`config.mk`:
```
export PLATFORM = sky130hd
export DESIGN_NAME = rggen_irq_aggregator
export DESIGN_NICKNAME = d
export VERILOG_FILES = /design/src/rtl/rggen_rtl_pkg.sv /design/src/rtl/rggen_irq_coalescer.sv /design/src/rtl/rggen_irq_aggregator.sv
export SDC_FILE = /design/constraint.sdc
export NUM_CORES = 1
export LEC_CHECK = 0
export ABC_CLOCK_PERIOD_IN_PS = 1200
export CORE_ASPECT_RATIO = 1.25
export CORE_MARGIN = 3
export CORE_UTILIZATION = 38
export DETAILED_ROUTE_END_ITERATION = 10
export PLACE_DENSITY_LB_ADDON = 0.25
export SLEW_MARGIN = 0
export SYNTH_ARGS = -nofsm -noshare
export SYNTH_HDL_FRONTEND = slang
export SYNTH_SLANG_ARGS = --single-unit
```
`constraint.sdc`:
```
create_clock -name clk -period 1.2 [get_ports clk]
set_input_delay 0.24 -clock clk [delete_from_list [all_inputs] [get_ports clk]]
set_output_delay 0.24 -clock clk [all_outputs]
set_load 0.005 [all_outputs]
```
`src/rtl/rggen_rtl_pkg.sv`:
```
// Shared types for the rggen RTL blocks: interrupt aggregator FSM states and source modes.
package rggen_rtl_pkg;

  typedef enum logic [1:0] {
    RGGEN_IRQ_IDLE,
    RGGEN_IRQ_ACCUM,
    RGGEN_IRQ_FIRE
  } rggen_irq_state;

  localparam logic RGGEN_IRQ_LEVEL = 1'b0;
  localparam logic RGGEN_IRQ_EDGE  = 1'b1;

endpackage

```
`src/rtl/rggen_irq_coalescer.sv`:
```
// Interrupt coalescing FSM: holds off o_fire until enough events accumulate or a timeout expires.
// Compiled only when RGGEN_IRQ_COALESCE_EN is defined.
`ifdef RGGEN_IRQ_COALESCE_EN
module rggen_irq_coalescer
  import rggen_rtl_pkg::*;
#(
  parameter int TOTAL_INTERRUPTS = 8,
  parameter int COALESCE_WIDTH   = 8
)(
  input  logic                        clk,
  input  logic                        rst_n,
  input  logic                        i_pending_any,
  input  logic [TOTAL_INTERRUPTS-1:0] i_new_events,
  input  logic [COALESCE_WIDTH-1:0]   i_threshold,
  input  logic [COALESCE_WIDTH-1:0]   i_timeout,
  output logic                        o_fire
);

  localparam int CW = COALESCE_WIDTH;
  localparam int SW = CW + 8;

  rggen_irq_state    state_q, state_d;
  logic [CW-1:0]     cnt_q, cnt_d, cnt_inc;
  logic [CW-1:0]     tmr_q, tmr_d, tmr_inc;
  logic [7:0]        evt_num;
  logic [SW-1:0]     cnt_sum;

  always_comb begin
    evt_num = '0;
    for (int i = 0; i < TOTAL_INTERRUPTS; i++) begin
      evt_num = evt_num + 8'(i_new_events[i]);
    end
  end

  // Both counters saturate rather than wrap so a long burst can never re-arm the threshold.
  assign cnt_sum = SW'(cnt_q) + SW'(evt_num);
  assign cnt_inc = (|cnt_sum[SW-1:CW]) ? '1 : cnt_sum[CW-1:0];
  assign tmr_inc = (&tmr_q) ? tmr_q : tmr_q + CW'(1);

  always_comb begin
    state_d = state_q;
    cnt_d   = cnt_q;
    tmr_d   = tmr_q;
    case (state_q)
      RGGEN_IRQ_IDLE: begin
        if (i_pending_any) begin
          cnt_d   = CW'(1);
          tmr_d   = '0;
          state_d = (i_threshold <= CW'(1)) ? RGGEN_IRQ_FIRE : RGGEN_IRQ_ACCUM;
        end
      end
      RGGEN_IRQ_ACCUM: begin
        if (!i_pending_any) begin
          state_d = RGGEN_IRQ_IDLE;
          cnt_d   = '0;
          tmr_d   = '0;
        end else begin
          cnt_d = cnt_inc;
          tmr_d = tmr_inc;
          if ((cnt_inc >= i_threshold) ||
              ((i_timeout != '0) && (tmr_inc >= i_timeout))) begin
            state_d = RGGEN_IRQ_FIRE;
          end
        end
      end
      RGGEN_IRQ_FIRE: begin
        if (!i_pending_any) begin
          state_d = RGGEN_IRQ_IDLE;
          cnt_d   = '0;
          tmr_d   = '0;
        end
      end
      default: state_d = RGGEN_IRQ_IDLE;
    endcase
  end

  always_ff @(posedge clk or negedge rst_n) begin
    if (!rst_n) begin
      state_q <= RGGEN_IRQ_IDLE;
      cnt_q   <= '0;
      tmr_q   <= '0;
    end else begin
      state_q <= state_d;
      cnt_q   <= cnt_d;
      tmr_q   <= tmr_d;
    end
  end

  assign o_fire = (state_q == RGGEN_IRQ_FIRE);

endmodule
`endif

```
`src/rtl/rggen_irq_aggregator.sv`:
```
// Interrupt aggregator: synchronise sources, capture sticky status, mask, and encode the request.
// Optional coalescing is enabled with the RGGEN_IRQ_COALESCE_EN macro.
module rggen_irq_aggregator
  import rggen_rtl_pkg::*;
#(
  parameter int                          TOTAL_INTERRUPTS = 8,
  parameter logic [TOTAL_INTERRUPTS-1:0] SOURCE_MODE      = '0,
  parameter int                          SYNC_STAGES      = 2,
  parameter int                          COALESCE_WIDTH   = 8,
  localparam int ID_WIDTH = (TOTAL_INTERRUPTS > 1) ? $clog2(TOTAL_INTERRUPTS) : 1
)(
  input  logic                        clk,
  input  logic                        rst_n,
  input  logic [TOTAL_INTERRUPTS-1:0] i_src,
  input  logic [TOTAL_INTERRUPTS-1:0] i_ier,
  input  logic [TOTAL_INTERRUPTS-1:0] i_clear,
`ifdef RGGEN_IRQ_COALESCE_EN
  input  logic [COALESCE_WIDTH-1:0]   i_coalesce_threshold,
  input  logic [COALESCE_WIDTH-1:0]   i_coalesce_timeout,
`endif
  output logic [TOTAL_INTERRUPTS-1:0] o_isr,
  output logic                        o_irq,
  output logic [ID_WIDTH-1:0]         o_irq_id
);

  localparam int N = TOTAL_INTERRUPTS;

  logic [N-1:0]        src_sync, src_dly_q, edge_mask, src_event;
  logic [N-1:0]        isr_q, isr_d, pending;
  logic [ID_WIDTH-1:0] irq_id_q, irq_id_d;

  if ((N < 1) || (N > 64) || (COALESCE_WIDTH < 1) || (SYNC_STAGES < 0)) begin : g_param_check
    $error("rggen_irq_aggregator: unsupported parameter combination");
  end

  if (SYNC_STAGES == 0) begin : g_nosync
    assign src_sync = i_src;
  end else begin : g_sync
    logic [N-1:0] stage_q [SYNC_STAGES];
    always_ff @(posedge clk or negedge rst_n) begin
      if (!rst_n) begin
        for (int s = 0; s < SYNC_STAGES; s++) stage_q[s] <= '0;
      end else begin
        stage_q[0] <= i_src;
        for (int s = 1; s < SYNC_STAGES; s++) stage_q[s] <= stage_q[s-1];
      end
    end
    assign src_sync = stage_q[SYNC_STAGES-1];
  end

  for (genvar gi = 0; gi < N; gi++) begin : g_mode
    assign edge_mask[gi] = (SOURCE_MODE[gi] == RGGEN_IRQ_EDGE);
  end

  // Level bits see the synced level directly; edge bits need a fresh 0->1 step.
  // A held-high level re-sets status every cycle, which is why clear cannot win there.
  assign src_event = src_sync & ~(src_dly_q & edge_mask);
  assign isr_d     = src_event | (isr_q & ~i_clear);
  assign pending   = isr_q & i_ier;

  always_comb begin
    irq_id_d = irq_id_q;
    for (int i = N - 1; i >= 0; i--) begin
      if (pending[i]) irq_id_d = ID_WIDTH'(i);
    end
  end

  always_ff @(posedge clk or negedge rst_n) begin
    if (!rst_n) begin
      src_dly_q <= '0;
      isr_q     <= '0;
      irq_id_q  <= '0;
    end else begin
      src_dly_q <= src_sync;
      isr_q     <= isr_d;
      irq_id_q  <= irq_id_d;
    end
  end

`ifdef RGGEN_IRQ_COALESCE_EN
  rggen_irq_coalescer #(
    .TOTAL_INTERRUPTS (N),
    .COALESCE_WIDTH   (COALESCE_WIDTH)
  ) u_coalescer (
    .clk           (clk),
    .rst_n         (rst_n),
    .i_pending_any (|pending),
    .i_new_events  (src_event & i_ier),
    .i_threshold   (i_coalesce_threshold),
    .i_timeout     (i_coalesce_timeout),
    .o_fire        (o_irq)
  );
`else
  logic irq_q;
  always_ff @(posedge clk or negedge rst_n) begin
    if (!rst_n) irq_q <= 1'b0;
    else        irq_q <= |pending;
  end
  assign o_irq = irq_q;
`endif

  assign o_isr    = isr_q;
  assign o_irq_id = irq_id_q;

endmodule

```
==> flow_summary.toml, run 1 <==
[yosys]
syn_nets = 87
synth.distinct_cells = 12
syn_inst = 61
ys_ff_latch = 28
synth.yosys.seq_area_share = 0.724
avgSynthCellArea_sq_um = 15.9
ys_warn_count = 0
post_synth_instance_area_sq_um = 968

[sta]
max_freq_ghz = 0.819
maxSlewViolCount = 0
setup_ws_ps = -21.0
skew_ps = 0.975
worst_pin_slew_ps = 170
holdWs_ps = 253
fin_crit_ps = 1220
relSlewSlack = 0.887
fin_crit_sh = 1.02
hold_viol = 0
setup_viol = 1
rsz0062_at_grt = "true"

[global_route]
grt_pass1_wl_um = 3180
grt_pass1_vias = 713
grt_max_degree = 29
antenna_found_initial = 0
overflow = 0
grt_usage = 0.130

[power_and_ir_drop]
power_frac_seq = 0.606
pwr-share-comb = 0.180
p_clk_frac = 0.214
p_per_area_nw_per_um2 = 1140
p_int_w = 0.00131
switching_share = 0.226
leakage_nw = 0.729
peakVddDrop_mv = 1.01
netSwitchingPower_w = 0.000383

[clock_tree]
cts_tree = "done"
worstSkewPairLatency_ps = 310
h-tree-depth = 1
cts_buffer_depth = 2
clkTransAtPathRegs_ps = 130
post_cts_hold_buffer_count = 0
cts_root_buf = "clkbuf_4"
clkSinkCount = 28
cts_buffers = 3

[setup_path]
arrival_ps = 1440
cp-startpoint = "o_isr[1]$_DFF_PN0_"
worstPathRequired_ps = 1420
path_max_fanout = 3
r2r-start = "o_isr[1]$_DFF_PN0_"
r2r-end = "o_irq_id[0]$_DFFE_PN0P_"
ff2ff_path_depth = 4
criticalPathCategory = "flip-flop to flip-flop"
crit_path_start_kind = "flip-flop"
rrSetupSlack_ps = -20
end_kind = "flip-flop"

[routing]
dr.max_layer_used = "met4"
drtPass1Iterations = 4
routedWlPerCell_um = 12.0
drc = 0
drt_iter0_drc = 2
wl_met2_um = 916
viasPerCell = 4.62
wl_um = 1760
num_vias = 675
wl_met1_um = 695
wl_met3_um = 120
antenna_left = 0

[placement]
place_inst = 136
port-buffer-count = 37
dp_hpwl_um = 1370
finalWeightedCongestion = 0.680

[floorplan]
num_rows = 19
start_util = 0.420
chipHeight_um = 62.4
die_area_sq_um = 3190
pin_count = 38
die_w_um = 51.2
core_sq_um = 2310

[cells_and_area]
instances_no_fill = 146
final_cell_mix = "dfrtp_1 (27), clkdlybuf4s50_1 (25), buf_4 (10)"
n_antenna_cell = 0
area_growth_pct = 53.4
final_common_cell = "dfrtp_1"
drive_gt1_frac = 0.287
num-nets-final = 143

[worst_hold_path]
hold_class = "input port to asynchronous set/reset pin"

[outcome]
violations = "negative setup slack"
status = "finished with violations"

[run]
drv_cap = 0
[worst max path at each step]
stage | to | slack (ps) | depth (start not counted)
2_1_floorplan | o_irq_id[0]$_DFFE_PN0P_ | 90 | 3
3_3_place_gp | o_irq_id[0]$_DFFE_PN0P_ | -200 | 4
3_5_place_dp | o_irq_id[0]$_DFFE_PN0P_ | -240 | 4
4_1_cts | o_irq_id[0]$_DFFE_PN0P_ | -40 | 4
5_1_grt | o_irq_id[0]$_DFFE_PN0P_ | -70 | 4
6_report | o_irq_id[0]$_DFFE_PN0P_ | -20 | 4
[cell type report]
| class | instances | area (sq um) |
|---|---|---|
| tap | 31 | 38.8 |
| timing repair buffer | 51 | 454 |
| multi-input combinational | 25 | 238 |
| sequential | 28 | 702 |
| fill | 189 | 821 |
| inverter | 8 | 30.0 |
| clock buffer | 3 | 22.5 |
[Yosys cell counts]
library cell  number  area, sq um
a221o_1            1         10.0
o221a_1            1         11.3
o211a_1            1         10.0
a22oi_4            4         85.1
a21o_2             1         8.76
a32oi_1            2         17.5
a21o_1             7         52.6
a21boi_1           1         7.51
inv_1              8         30.0
nand4_2            1         12.5
nand2_1            6         22.5
dfrtp_1           28          701
[per-stage QoR]
step / area, sq um / power (W) / TNS, ps / setup WS, ps / utilization
6_report: 1490 / 0.00169 / -21.0 / -21.0 / 0.644
5_1_grt: 1490 / 0.00178 / -65.8 / -65.8 / 0.644
4_1_cts: 1510 / 0.00171 / -63.4 / -36.0 / 0.654
2_1_floorplan: 968 / 0.00113 / 0 / 93.3 / -
3_5_place_dp: 1440 / 0.00135 / -490 / -238 / 0.626
3_3_place_gp: 1440 / 0.00134 / -412 / -202 / 0.626
[state kept, by name (all words and copies together) (netlist names)]
signal / flops
o_isr: 8
src_event: 8
g_sync.stage_q: 8
o_irq: 1
o_irq_id: 3
[worst max-delay path, cell delays in order, from the launching register on]
cell and delay, ps:
dfrtp_1 400, buf_4 150, a22oi_4 190, nand4_2 130
o221a_1 260
[layer usage]
layer  GRT usage  vias to the layer above
li1            -                      318
met1       0.158                      331
met2       0.219                       22
met3      0.0215                        4
met4      0.0606                        0
met5           0                        -
[cell families after synthesis]
logic type	share of synthesized area
flops	0.724
compound gates	0.209
buf+inv	0.0310
simple gates	0.0362
[power by group through the flow]
stage,Sequential [W],Clock [W],Combinational (W)
final,0.00102,0.000363,0.000305
after global routing,0.00103,0.000412,0.000332
after CTS,0.00102,0.000372,0.000315
after detailed placement,0.00106,0,0.000293
after global placement,0.00105,0,0.000286
after floorplan,0.00106,0,0.0000716
[timing repair]
item,in CTS,in global routing
gates resized for setup,23,14
endpoints found under the setup margin,13,13
buffers inserted,6,1
pin swaps,1,2
Note: power is estimated with default switching activity, not from simulation.
==> inputs of run 2 (changes only) <==
--- a/config.mk
+++ b/config.mk
@@ -9,7 +9,9 @@
 export CORE_ASPECT_RATIO = 1.25
 export CORE_MARGIN = 3
 export CORE_UTILIZATION = 38
+export CTS_CLUSTER_DIAMETER = 150
 export DETAILED_ROUTE_END_ITERATION = 10
+export GPL_TIMING_DRIVEN = 0
 export PLACE_DENSITY_LB_ADDON = 0.25
 export SLEW_MARGIN = 0
 export SYNTH_ARGS = -nofsm -noshare
==> run 2 against run 1 <==
The run still ends with negative setup slack left. Via count up 0.30%. Final area down 1.5%. Maximum frequency up 0.38%. Sequential power about the same.
==> flow_summary.toml, run 2 (synthesis results as in run 1) <==
[power_and_ir_drop]
leakage_nw = 0.712
p_clk_frac = 0.248
netSwitchingPower_w = 0.000388
pwr-share-comb = 0.167
p_per_area_nw_per_um2 = 1200
peakVddDrop_mv = 0.899
power_frac_seq = 0.585
p_int_w = 0.00137
switching_share = 0.221

[floorplan]
core_sq_um = 2310
num_rows = 19
chipHeight_um = 62.4
start_util = 0.420
die_w_um = 51.2
pin_count = 38
die_area_sq_um = 3190

[setup_path]
path_max_fanout = 3
r2r-start = "o_isr[0]$_DFF_PN0_"
arrival_ps = 1430
ff2ff_path_depth = 4
r2r-end = "o_irq_id[0]$_DFFE_PN0P_"
endpoint = "o_irq_id[0]$_DFFE_PN0P_"
worstPathRequired_ps = 1420
crit_path_start_kind = "flip-flop"
cp-startpoint = "o_isr[0]$_DFF_PN0_"
end_kind = "flip-flop"
rrSetupSlack_ps = -20
criticalPathCategory = "flip-flop to flip-flop"

[sta]
skew_ps = 4.24
worst_pin_slew_ps = 655
relSlewSlack = 0.564
hold_viol = 0
fin_crit_sh = 1.01
setup_viol = 1
max_freq_ghz = 0.822
fin_crit_ps = 1220
rsz0062_at_grt = "true"
maxSlewViolCount = 0
setup_ws_ps = -16.4

[outcome]
status = "finished with violations"
violations = "negative setup slack"

[run]
drv_cap = 0

[routing]
wl_um = 1810
drtPass1Iterations = 2
viasPerCell = 4.70
num_vias = 677
drt_iter0_drc = 4
routedWlPerCell_um = 12.5
antenna_left = 0
drc = 0

[cells_and_area]
final_cell_mix = "clkdlybuf4s50_1 (24), dfrtp_1 (22), inv_1 (8)"
drive_gt1_frac = 0.327
area_growth_pct = 51.0
num-nets-final = 140
instances_no_fill = 144
final_common_cell = "clkdlybuf4s50_1"
n_antenna_cell = 0

[clock_tree]
worstSkewPairLatency_ps = 310
clkSinkCount = 28
h-tree-depth = 1
cts_buffer_depth = 2
clkTransAtPathRegs_ps = 140
cts_buffers = 3
cts_root_buf = "clkbuf_4"
cts_tree = "done"

[global_route]
grt_max_degree = 29
overflow = 0
grt_pass1_wl_um = 3170
antenna_found_initial = 0
grt_pass1_vias = 755
grt_usage = 0.129

[placement]
port-buffer-count = 37
dp_hpwl_um = 1340
finalWeightedCongestion = 0.714
place_inst = 129
pre_cts_ws_ps = -514

[worst_hold_path]
hold_class = "input port to flip-flop"
==> run 2: cell count changes in the layout (fill, tap and decap cells not counted), sizes merged <==
cell	change
clkdlybuf4s15	-1
clkbuf	-1
clkdlybuf4s50	-1
dlygate4sd3	+1
==> run 2: repair_timing <==
action,in CTS,in global routing
resized for setup,38,12
hold buffers,0,1
hold endpoints to repair,0,28
setup buffers,9,1
endpoints found under the setup margin,40,14
pin swaps,4,1
==> run 2: layout make-up <==
cell class                 instances  area (sq um)
multi-input combinational         25           238
fill                             183           843
inverter                           8          30.0
clock buffer                       4          36.3
sequential                        28           708
tap                               31          38.8
timing repair buffer              48           412
==> run 2: power groups by stage <==
stage                     sequential [W]  combinational, W  clock (W)
after detailed placement         0.00106          0.000256          0
after global placement           0.00106          0.000251          0
after CTS                        0.00103          0.000292   0.000459
final                            0.00103          0.000293   0.000436
after floorplan                  0.00106         0.0000716          0
after global routing             0.00103          0.000318   0.000485
==> run 2: critical path, stage by stage (launching register included) <==
cell     delay (ps)
dfrtp_2         430
buf_4           150
a22oi_4         170
nand4_2         130
o221a_1         250
==> run 2: through the flow <==
| stage | util | cell area, sq um | hold slack (ps) | power (W) | TNS (ps) |
|---|---|---|---|---|---|
| after detailed placement | 0.597 | 1380 | 336 | 0.00132 | -14950 |
| after CTS | 0.636 | 1470 | 301 | 0.00178 | -38.6 |
| after floorplan | - | 968 | -55.6 | 0.00113 | 0 |
| after global placement | 0.597 | 1380 | 332 | 0.00131 | -13590 |
| final | 0.634 | 1460 | 342 | 0.00176 | -16.4 |
| after global routing | 0.634 | 1460 | 325 | 0.00184 | -90.4 |
==> run 2: worst min-delay path by stage <==
stage,end,slack (ps),depth (start not counted),startpoint
2_1_floorplan,g_sync.stage_q[10]$_DFF_PN0_,-60,0,rst_n
3_3_place_gp,src_event[4]$_DFF_PN0_,330,0,g_sync.stage_q[12]$_DFF_PN0_
3_5_place_dp,src_event[6]$_DFF_PN0_,340,0,g_sync.stage_q[14]$_DFF_PN0_
4_1_cts,g_sync.stage_q[14]$_DFF_PN0_,300,1,rst_n
5_1_grt,g_sync.stage_q[13]$_DFF_PN0_,330,1,i_src[5]
6_report,g_sync.stage_q[12]$_DFF_PN0_,340,1,i_src[4]
==> run 2: routing by layer <==
metal / wire length, um / global-route usage / up-vias
met5: 0 / 0 / -
met4: 27 / 0.0673 / 0
met3: 98 / 0.0191 / 4
met2: 1050 / 0.248 / 20
met1: 628 / 0.126 / 341
li1: - / - / 312
